--- src/rtl/rng_request_arbiter_if.sv ---
// Request, RNG and delivery bundle shared by the
// RNG request arbiter and its requesters.
interface rng_request_arbiter_if #(
    parameter int NUM_REQ = 4,
    parameter int VAL_W   = 3
);
    logic [NUM_REQ-1:0] req;
    logic               gen_o;
    logic [VAL_W-1:0]   rng_num_i;
    logic [NUM_REQ-1:0] grant_o;
    logic [VAL_W-1:0]   data_o;
    logic [NUM_REQ-1:0] valid_o;
    logic               busy_o;

    modport master (
        output req, rng_num_i,
        input  gen_o, grant_o, data_o, valid_o, busy_o
    );
    modport slave (
        input  req, rng_num_i,
        output gen_o, grant_o, data_o, valid_o, busy_o
    );
endinterface

--- src/rtl/rng_request_arbiter.sv ---
// Round-robin arbiter sharing one RNG among requesters,
// with optional per-requester no-repeat redraw.
module rng_request_arbiter #(
    parameter int NUM_REQ   = 4,
    parameter int VAL_W     = 3,
    parameter int NO_REPEAT = 1,
    parameter int MAX_RETRY = 3
) (
    input  logic                clk,
    input  logic                reset,
    rng_request_arbiter_if.slave bus
);
    localparam int IW = (NUM_REQ > 1) ? $clog2(NUM_REQ) : 1;
    localparam int RW = (MAX_RETRY > 0) ? $clog2(MAX_RETRY + 1) : 1;
    localparam logic [RW-1:0] RMAX = RW'(MAX_RETRY);
    localparam logic [IW-1:0] LAST_INIT = IW'(NUM_REQ - 1);

    typedef enum logic [1:0] {
        IDLE,
        GEN,
        WAIT,
        DELIVER
    } state_t;

    state_t                          state_q, state_d;
    logic [IW-1:0]                   last_q, last_d;
    logic [IW-1:0]                   gidx_q, gidx_d;
    logic [RW-1:0]                   retry_q, retry_d;
    logic                            gen_q, gen_d;
    logic [NUM_REQ-1:0]              grant_q, grant_d;
    logic [VAL_W-1:0]                data_q, data_d;
    logic [NUM_REQ-1:0]              valid_q, valid_d;
    logic                            busy_q, busy_d;
    logic [NUM_REQ-1:0][VAL_W-1:0]   lval_q, lval_d;
    logic [NUM_REQ-1:0]              lflag_q, lflag_d;

    logic          found;
    logic [IW-1:0] sel;
    logic [IW-1:0] cand;
    logic          reject;

    always_comb begin
        state_d = state_q;
        last_d  = last_q;
        gidx_d  = gidx_q;
        retry_d = retry_q;
        gen_d   = 1'b0;
        grant_d = grant_q;
        data_d  = data_q;
        valid_d = '0;
        lval_d  = lval_q;
        lflag_d = lflag_q;
        found   = 1'b0;
        sel     = '0;
        cand    = '0;

        // Search starts just past the last served requester.
        for (int i = 1; i <= NUM_REQ; i++) begin
            cand = IW'((int'(last_q) + i) % NUM_REQ);
            if (!found && bus.req[cand]) begin
                found = 1'b1;
                sel   = cand;
            end
        end

        reject = (NO_REPEAT != 0) && lflag_q[gidx_q] &&
                 (bus.rng_num_i == lval_q[gidx_q]) &&
                 (retry_q < RMAX);

        unique case (state_q)
            IDLE: begin
                if (found) begin
                    gidx_d  = sel;
                    grant_d = NUM_REQ'(1) << sel;
                    retry_d = '0;
                    gen_d   = 1'b1;
                    state_d = GEN;
                end
            end
            GEN: begin
                state_d = WAIT;
            end
            WAIT: begin
                if (reject) begin
                    retry_d = retry_q + 1'b1;
                    gen_d   = 1'b1;
                    state_d = GEN;
                end else begin
                    data_d  = bus.rng_num_i;
                    valid_d = grant_q;
                    state_d = DELIVER;
                end
            end
            DELIVER: begin
                lval_d[gidx_q]  = data_q;
                lflag_d[gidx_q] = 1'b1;
                last_d          = gidx_q;
                grant_d         = '0;
                state_d         = IDLE;
            end
            default: begin
                state_d = IDLE;
            end
        endcase

        busy_d = (state_d != IDLE);
    end

    always_ff @(posedge clk or posedge reset) begin
        if (reset) begin
            state_q <= IDLE;
            last_q  <= LAST_INIT;
            gidx_q  <= '0;
            retry_q <= '0;
            gen_q   <= 1'b0;
            grant_q <= '0;
            data_q  <= '0;
            valid_q <= '0;
            busy_q  <= 1'b0;
            lval_q  <= '0;
            lflag_q <= '0;
        end else begin
            state_q <= state_d;
            last_q  <= last_d;
            gidx_q  <= gidx_d;
            retry_q <= retry_d;
            gen_q   <= gen_d;
            grant_q <= grant_d;
            data_q  <= data_d;
            valid_q <= valid_d;
            busy_q  <= busy_d;
            lval_q  <= lval_d;
            lflag_q <= lflag_d;
        end
    end

    assign bus.gen_o   = gen_q;
    assign bus.grant_o = grant_q;
    assign bus.data_o  = data_q;
    assign bus.valid_o = valid_q;
    assign bus.busy_o  = busy_q;
endmodule

--- src/flat_wrapper.sv ---
// flat-port wrapper written by rule: the top's interface ports become plain ports
module rng_request_arbiter_flat 
#(
    parameter int NUM_REQ   = 4,
    parameter int VAL_W     = 3,
    parameter int NO_REPEAT = 1,
    parameter int MAX_RETRY = 3
)
  (clk, reset, bus_req, bus_rng_num_i, bus_gen_o, bus_grant_o, bus_data_o, bus_valid_o, bus_busy_o);
  rng_request_arbiter_if #(.NUM_REQ(NUM_REQ), .VAL_W(VAL_W)) bus_i ();
  input  logic clk;
  input  logic reset;
  input wire logic [$bits(bus_i.req)-1:0] bus_req;
  input wire logic [$bits(bus_i.rng_num_i)-1:0] bus_rng_num_i;
  output wire logic [$bits(bus_i.gen_o)-1:0] bus_gen_o;
  output wire logic [$bits(bus_i.grant_o)-1:0] bus_grant_o;
  output wire logic [$bits(bus_i.data_o)-1:0] bus_data_o;
  output wire logic [$bits(bus_i.valid_o)-1:0] bus_valid_o;
  output wire logic [$bits(bus_i.busy_o)-1:0] bus_busy_o;
  assign bus_i.req = bus_req;
  assign bus_i.rng_num_i = bus_rng_num_i;
  assign bus_gen_o = bus_i.gen_o;
  assign bus_grant_o = bus_i.grant_o;
  assign bus_data_o = bus_i.data_o;
  assign bus_valid_o = bus_i.valid_o;
  assign bus_busy_o = bus_i.busy_o;
  rng_request_arbiter #(.NUM_REQ(NUM_REQ), .VAL_W(VAL_W), .NO_REPEAT(NO_REPEAT), .MAX_RETRY(MAX_RETRY)) u_core (.clk(clk), .reset(reset), .bus(bus_i));
endmodule
--- config.mk ---
export PLATFORM = sky130hd
export DESIGN_NAME = rng_request_arbiter_flat
export DESIGN_NICKNAME = d
export VERILOG_FILES = /design/src/rtl/rng_request_arbiter_if.sv /design/src/rtl/rng_request_arbiter.sv /design/src/flat_wrapper.sv
export SDC_FILE = /design/constraint.sdc
export NUM_CORES = 1
export LEC_CHECK = 0
export BUFFER_PORTS_ARGS = -buffer_cell sky130_fd_sc_hd__buf_4
export CAP_MARGIN = 0
export CORE_MARGIN = 1.5
export CORE_UTILIZATION = 55
export DETAILED_ROUTE_END_ITERATION = 10
export GPL_ROUTABILITY_DRIVEN = 0
export GPL_TIMING_DRIVEN = 0
export PLACE_DENSITY_LB_ADDON = 0.15
export SYNTH_ARGS = -nofsm -noshare
export SYNTH_HDL_FRONTEND = slang
export SYNTH_SLANG_ARGS = --single-unit
--- constraint.sdc ---
create_clock -name clk -period 2.54 [get_ports clk]
set_input_delay 0.381 -clock clk [delete_from_list [all_inputs] [get_ports clk]]
set_output_delay 0.381 -clock clk [all_outputs]
set_load 0.01 [all_outputs]
==> results of run 1 <==
-- worst max-delay path by stage --
stage,from,endpoint,slack (ns),cells past startpoint
global placement,u_core.gidx_q[0],u_core.bus.data_o[1],0.46,5
CTS,u_core.gidx_q[0],u_core.bus.data_o[0],0.41,5
finish,u_core.gidx_q[0],u_core.bus.data_o[0],0.43,5
detailed placement,u_core.gidx_q[0],u_core.bus.data_o[0],0.44,5
floorplan,u_core.gidx_q[1],u_core.bus.data_o[0],0.64,5
global route,u_core.gidx_q[0],u_core.bus.data_o[0],0.36,5
-- power groups by stage --
| stage | Sequential, mW | Clock (mW) | Combinational, mW |
|---|---|---|---|
| 2_1_floorplan | 1.01 | 0 | 0.827 |
| 3_3_place_gp | 0.999 | 0 | 1.11 |
| 3_5_place_dp | 1.02 | 0 | 1.14 |
| 4_1_cts | 1.01 | 0.504 | 1.15 |
| 5_1_grt | 1.04 | 0.526 | 1.24 |
| 6_report | 1.01 | 0.502 | 1.14 |
-- area by class of cell --
class	count	area, sq um	area share (%)
timing repair buffer	21	158	7.82
clock buffer	5	37.5	1.86
clock inverter	3	65.1	3.23
multi-input combinational	81	737	36.6
tap	33	41.3	2.05
sequential	37	928	46.1
inverter	4	15.0	0.745
buffer	5	33.8	1.68
-- cell usage after synthesis, drive strengths merged (2+ instances only) --
cell type  count  area (sq um)
nand2         10          37.5
o31ai          4          30.0
nor2           2          7.51
nor3b          2          15.0
nand2b         6          37.5
mux2          17           203
xnor2          3          60.1
clkbuf         3          11.3
dfstp          2          52.6
buf            2          22.5
a21oi          2          10.0
mux4           4          90.1
dfrtp         35           876
mux2i          3          30.0
nor2b          2          15.0
o21ai          4          20.0
nand4          2          12.5
inv            4          15.0
nand3          4          20.0
and2           4          30.0
-- critical path, cell delays in order (launching register included) --
cell,delay [ns]
dfrtp_1,0.36
buf_6,0.15
mux4_2,0.53
xnor2_2,0.19
a41oi_4,0.42
mux2_4,0.34
-- per-layer routing --
metal,routed length [um],up-vias,track usage [%]
li1,-,514,-
met5,0,-,0
met1,1410,535,26.7
met2,1460,19,31.9
met3,91,7,5.27
met4,45,0,7.79
-- state kept, by name, indices dropped and copies added, names as in the netlist --
signal and count:
u_core.gidx_q 2, u_core.bus.grant_o 4, u_core.lflag_q 4, u_core.bus.busy_o 1
u_core.state_q 2, u_core.lval_q 12, u_core.bus.data_o 3, u_core.retry_q 2
u_core.bus.valid_o 4, u_core.bus.gen_o 1, u_core.last_q 2
-- stage by stage --
step | util [%] | power, mW
2_1_floorplan | - | 1.84
3_3_place_gp | 63.7 | 2.11
3_5_place_dp | 63.7 | 2.16
4_1_cts | 67.1 | 2.66
5_1_grt | 67.1 | 2.81
6_report | 67.1 | 2.65
-- logic make-up (layout without fill, tap and decap cells) --
logic type               count (synthesis)  count (layout)
adder cells (fa/ha/maj)                  1               1
XOR/XNOR                                 3               3
AND/OR/NAND/NOR                         36              36
multiplexers                            24              24
buffers and inverters                    9              38
flip-flops                              37              37
AO/OA/AOI/OAI                           17              17
==> results.txt, run 1 <==
Status -> complete, no violations
Relative slew slack -> 50.1%
Wire per inst -> 16.0 um
Register area share after synthesis -> 54.2%
Syn. warnings -> 0
Post-synth EDFFs -> 0
RSZ-0062 raised after global routing -> false
Chip height -> 58.8 um
Most frequent cells in the layout -> 35 x dfrtp_1, 21 x buf_4, 14 x mux2_2, 10 x nand2_1, 6 x nand2b_1
Share of cells above drive strength 1 -> 42.9%
# IOs -> 22
Sw frac -> 33.7%
Final Hold Vio Count -> 0
Vias -> 1,075
Synth Area in Simple Gates -> 11.8%
Final min period -> 2.11 ns
First-pass GRT wire length -> 5020 um
Area share of fa/ha/maj cells after synthesis -> 0.730%
Layout Area Growth over Synthesis -> 17.6%
Clk Latency, worst-skew pair -> 0.34 ns
Vias/cell -> 5.69
Post-CTS Repair Setup Buffers -> 0
Setup crit end kind -> flip-flop
Predominant post-synthesis flop cell -> dfrtp_1
Reg2Reg Depth -> 5
GRT overflow -> 0
Final instance area -> 2020 sq um
Mux cell area share after synthesis -> 18.8%
CTS max path bufs -> 2
Synthesis-stage register bit count -> 37
Slew @ Worst Pin -> 0.748 ns
Peak supply drop -> 0.649 mV
Post-Syn Area per Cell -> 13.5 sq um
Pwr Density -> 1310 nW/um^2
WHS -> 0.161 ns
DRC -> 0
Sink Count -> 37
Required @ worst endpoint -> 2.77 ns
Reg-to-reg endpoint -> u_core.bus.data_o[0]
Largest net degree at the start of global routing -> 38
Final setup margin -> 0.429 ns
Die ar. -> 3460 sq um
Row cnt -> 20
Clk network pwr share -> 18.9%
Net Switching -> 893 uW
FILL cells -> 228
Static Leak -> 0.914 nW
Initial antenna violation count -> 0
Placed Cells -> 181
CORE AREA -> 3000 sq um
Final Max Slew Viols -> 0
Total Routed Length -> 3020 um
Number of global-route vias before repair -> 1,099
Final ANT Viol Nets -> 0
Post-synthesis net count -> 137
Placement Setup Slack -> 0.445 ns
Initial Util -> 57.1%
Cell count after synthesis -> 127
# port buffers -> 21
Crit Path Class -> flip-flop to flip-flop
Setup TNS -> 0 ns
GR Util All Layers -> 20.1%
CTS tree -> done
Worst-case clock skew -> 0.00626 ns
Resized Gates After CTS -> 0
Layout Nets -> 165
R2r startpoint -> u_core.gidx_q[0]
Fmax -> 474 MHz
Max Cap Violations -> 0
Post-route insts no fill -> 189
Antenna Cells -> 0
Compound-cell area share of the yosys netlist -> 8.18%
Synth Area in XOR/XNOR -> 3.50%
Hold buffer count at CTS -> 0
Hold WC Path Type -> input port to async pin
Starting DRC count in detailed routing -> 52
Post-DP Area -> 1910 sq um
H-tree lvl count -> 2
Final setup viols -> 0
Logic pwr share -> 43.0%
Clk slew on worst S/H paths -> 0.11 ns
Largest family of logic cells by synthesized area -> multiplexers
Worst-path maximum fanout -> 10
Int Pwr -> 1.76 mW
Root buf cell -> clkbuf_4
TritonRoute pass-1 iters -> 4
Reg2Reg Setup Slack -> 0.43 ns
Worst Setup Start Kind -> flip-flop
Cell area after synthesis -> 1710 sq um
Leading cell type in the layout, fill and taps excluded -> dfrtp_1
Flop pwr share -> 38.1%
Ys async rst share -> 100%
Arrival time of the worst setup path -> 2.34 ns
Die width -> 58.8 um
Post-DP HPWL -> 2170 um
Distinct cells, synth -> 36
CTS buffer count -> 5
Final period utilization -> 83.1%
(Power assumes the default switching activity.)
==> run 2, diff against run 1 <==
--- a/config.mk
+++ b/config.mk
@@ -8,7 +8,7 @@
 export BUFFER_PORTS_ARGS = -buffer_cell sky130_fd_sc_hd__buf_4
 export CAP_MARGIN = 0
 export CORE_MARGIN = 1.5
-export CORE_UTILIZATION = 55
+export CORE_UTILIZATION = 51
 export DETAILED_ROUTE_END_ITERATION = 10
 export GPL_ROUTABILITY_DRIVEN = 0
 export GPL_TIMING_DRIVEN = 0
==> constraint.sdc (replaced) <==
create_clock -name clk -period 1.7 [get_ports clk]
set_input_delay 0.255 -clock clk [delete_from_list [all_inputs] [get_ports clk]]
set_output_delay 0.255 -clock clk [all_outputs]
set_load 0.01 [all_outputs]
==> results.txt, run 2 (synthesis results as in run 1) <==
Status -> finished, violations left
Failing checks -> setup timing
Clk slew on worst S/H paths -> 0.12 ns (about the same)
Starting DRC count in detailed routing -> 22 (-58%)
Die ar. -> 3720 sq um (+7.4%)
Total Routed Length -> 3250 um (+7.6%)
R2r startpoint -> u_core.gidx_q[0]
Share of cells above drive strength 1 -> 46.0% (+3.1 points)
Hold buffer count at CTS -> 0 (unchanged)
CORE AREA -> 3130 sq um (+4.2%)
Chip height -> 61.0 um (+3.7%)
Hold WC Path Type -> input port to async pin
Post-DP HPWL -> 2260 um (+3.9%)
CTS buffer count -> 5 (unchanged)
FILL cells -> 250 (+9.6%)
# IOs -> 22 (unchanged)
Initial antenna violation count -> 0 (unchanged)
Most frequent cells in the layout -> 35 x dfrtp_1, 28 x buf_4, 14 x mux2_2, 10 x nand2_1, 6 x nand2b_1
Static Leak -> 0.932 nW (+2.0%)
Root buf cell -> clkbuf_4
Setup crit end kind -> flip-flop
Sink Count -> 37 (unchanged)
Layout Area Growth over Synthesis -> 19.9%
TritonRoute pass-1 iters -> 4 (unchanged)
Crit Path Class -> flip-flop to flip-flop
WHS -> 0.0266 ns (-0.134 ns)
CTS max path bufs -> 2 (unchanged)
Worst Setup Start Kind -> flip-flop
Vias -> 1,139 (+6.0%)
Worst-case clock skew -> 0.0154 ns (+0.00911 ns)
Peak supply drop -> 0.928 mV (+43%)
Max Cap Violations -> 0 (unchanged)
Final Max Slew Viols -> 0 (unchanged)
Final min period -> 1.94 ns (-0.170 ns)
Number of global-route vias before repair -> 1,200 (+9.2%)
Pwr Density -> 1890 nW/um^2 (+44%)
CTS tree -> done
Reg2Reg Setup Slack -> -0.24 ns (-0.67 ns)
First-pass GRT wire length -> 5520 um (+10%)
Reg-to-reg endpoint -> u_core.state_q[1]
Worst-path maximum fanout -> 5 (-5)
Max reg flops -> 12 (unchanged)
Critical Path Start -> u_core.gidx_q[0]
Leading cell type in the layout, fill and taps excluded -> dfrtp_1
Wire per inst -> 15.7 um (-1.7%)
Clk Latency, worst-skew pair -> 0.34 ns (about the same)
Final setup viols -> 11 (+11)
DRC -> 0 (unchanged)
# port buffers -> 21 (unchanged)
GRT overflow -> 0 (unchanged)
Slew @ Worst Pin -> 0.737 ns (-0.0111 ns)
Final setup margin -> -0.241 ns (-0.670 ns)
Layout Nets -> 172 (+4.2%)
H-tree lvl count -> 2 (unchanged)
Antenna Cells -> 0 (unchanged)
Required @ worst endpoint -> 1.93 ns (-0.84 ns)
Placement Setup Slack -> -0.376 ns (-0.821 ns)
End-of-flow core utilization -> 65.7% (-1.4 points)
Total Power -> 3.88 mW (+46%)
Fmax -> 515 MHz (+8.8%)
Relative slew slack -> 50.8% (+0.74 points)
Reg2Reg Depth -> 6 (+1)
Arrival time of the worst setup path -> 2.17 ns (-0.17 ns)
GR Util All Layers -> 21.2% (+1.1 points)
Biggest register -> u_core.lval_q
Final ANT Viol Nets -> 0 (unchanged)
Critical Path End -> u_core.state_q[1]
Vias/cell -> 5.50 (-3.3%)
Die width -> 61.0 um (+3.7%)
RSZ-0062 raised after global routing -> true
Final Hold Vio Count -> 0 (unchanged)
Row cnt -> 20 (unchanged)
Final period utilization -> 114% (+31 points)
Initial Util -> 54.8% (-2.3 points)
Largest net degree at the start of global routing -> 38 (unchanged)
-- run 2: power by group --
group	internal, mW	switching [mW]	total (mW)
clock network	0.158	0.282	0.440
registers	1.26	0.252	1.52
logic	1.05	0.869	1.92
-- run 2: critical path, stage by stage (launching register included) --
cell     delay, ns
dfrtp_1       0.35
buf_6         0.13
mux4_2        0.56
xnor2_4       0.23
a41oi_4       0.18
buf_4         0.20
a21o_2        0.18
-- run 2: worst min-delay path by stage --
| stage | endpoint | slack (ns) | depth (start not counted) |
|---|---|---|---|
| final | u_core.lflag_q[0] | 0.03 | 2 |
| after global routing | u_core.lval_q[2] | 0.07 | 2 |
| after CTS | u_core.bus.data_o[2] | 0.16 | 2 |
| after detailed placement | u_core.lflag_q[2] | 0.48 | 1 |
| after global placement | u_core.lflag_q[2] | 0.44 | 1 |
| after floorplan | u_core.bus.data_o[0] | 0.40 | 1 |
-- run 2: repair_timing --
action                                  in CTS  in global routing
pin swaps                                    1                  3
endpoints found under the setup margin      10                 18
resized for setup                            2                  3
setup buffers                                6                  1
gates cloned                                 0                  0
-- run 2: final cells by class --
| cell class | count | area (sq um) | share of cell area [%] |
|---|---|---|---|
| Buffer | 5 | 35.0 | 1.71 |
| Clock buffer | 6 | 41.3 | 2.01 |
| Clock inverter | 2 | 10.0 | 0.487 |
| Inverter | 4 | 15.0 | 0.731 |
| Multi-Input combinational cell | 81 | 759 | 37.0 |
| Sequential cell | 37 | 928 | 45.2 |
| Tap cell | 44 | 55.1 | 2.68 |
| Timing Repair Buffer | 28 | 210 | 10.2 |
-- run 2: through the flow --
step	TNS, ns	instances	cell area (sq um)
finish	-2.17	207	2050
global placement	-2.64	192	1930
floorplan	-0.608	127	1710
detailed placement	-3.20	192	1930
CTS	-2.02	206	2040
global route	-2.96	207	2050
-- run 2: routing by layer --
layer | global-route usage [%] | part of all wire (%) | vias up | wire (um)
met5 | 0 | 0 | - | 0
met1 | 27.2 | 44 | 575 | 1430
li1 | - | - | 525 | -
met3 | 4.48 | 3.5 | 14 | 115
met2 | 33.3 | 48 | 25 | 1570
met4 | 12.1 | 3.9 | 0 | 127
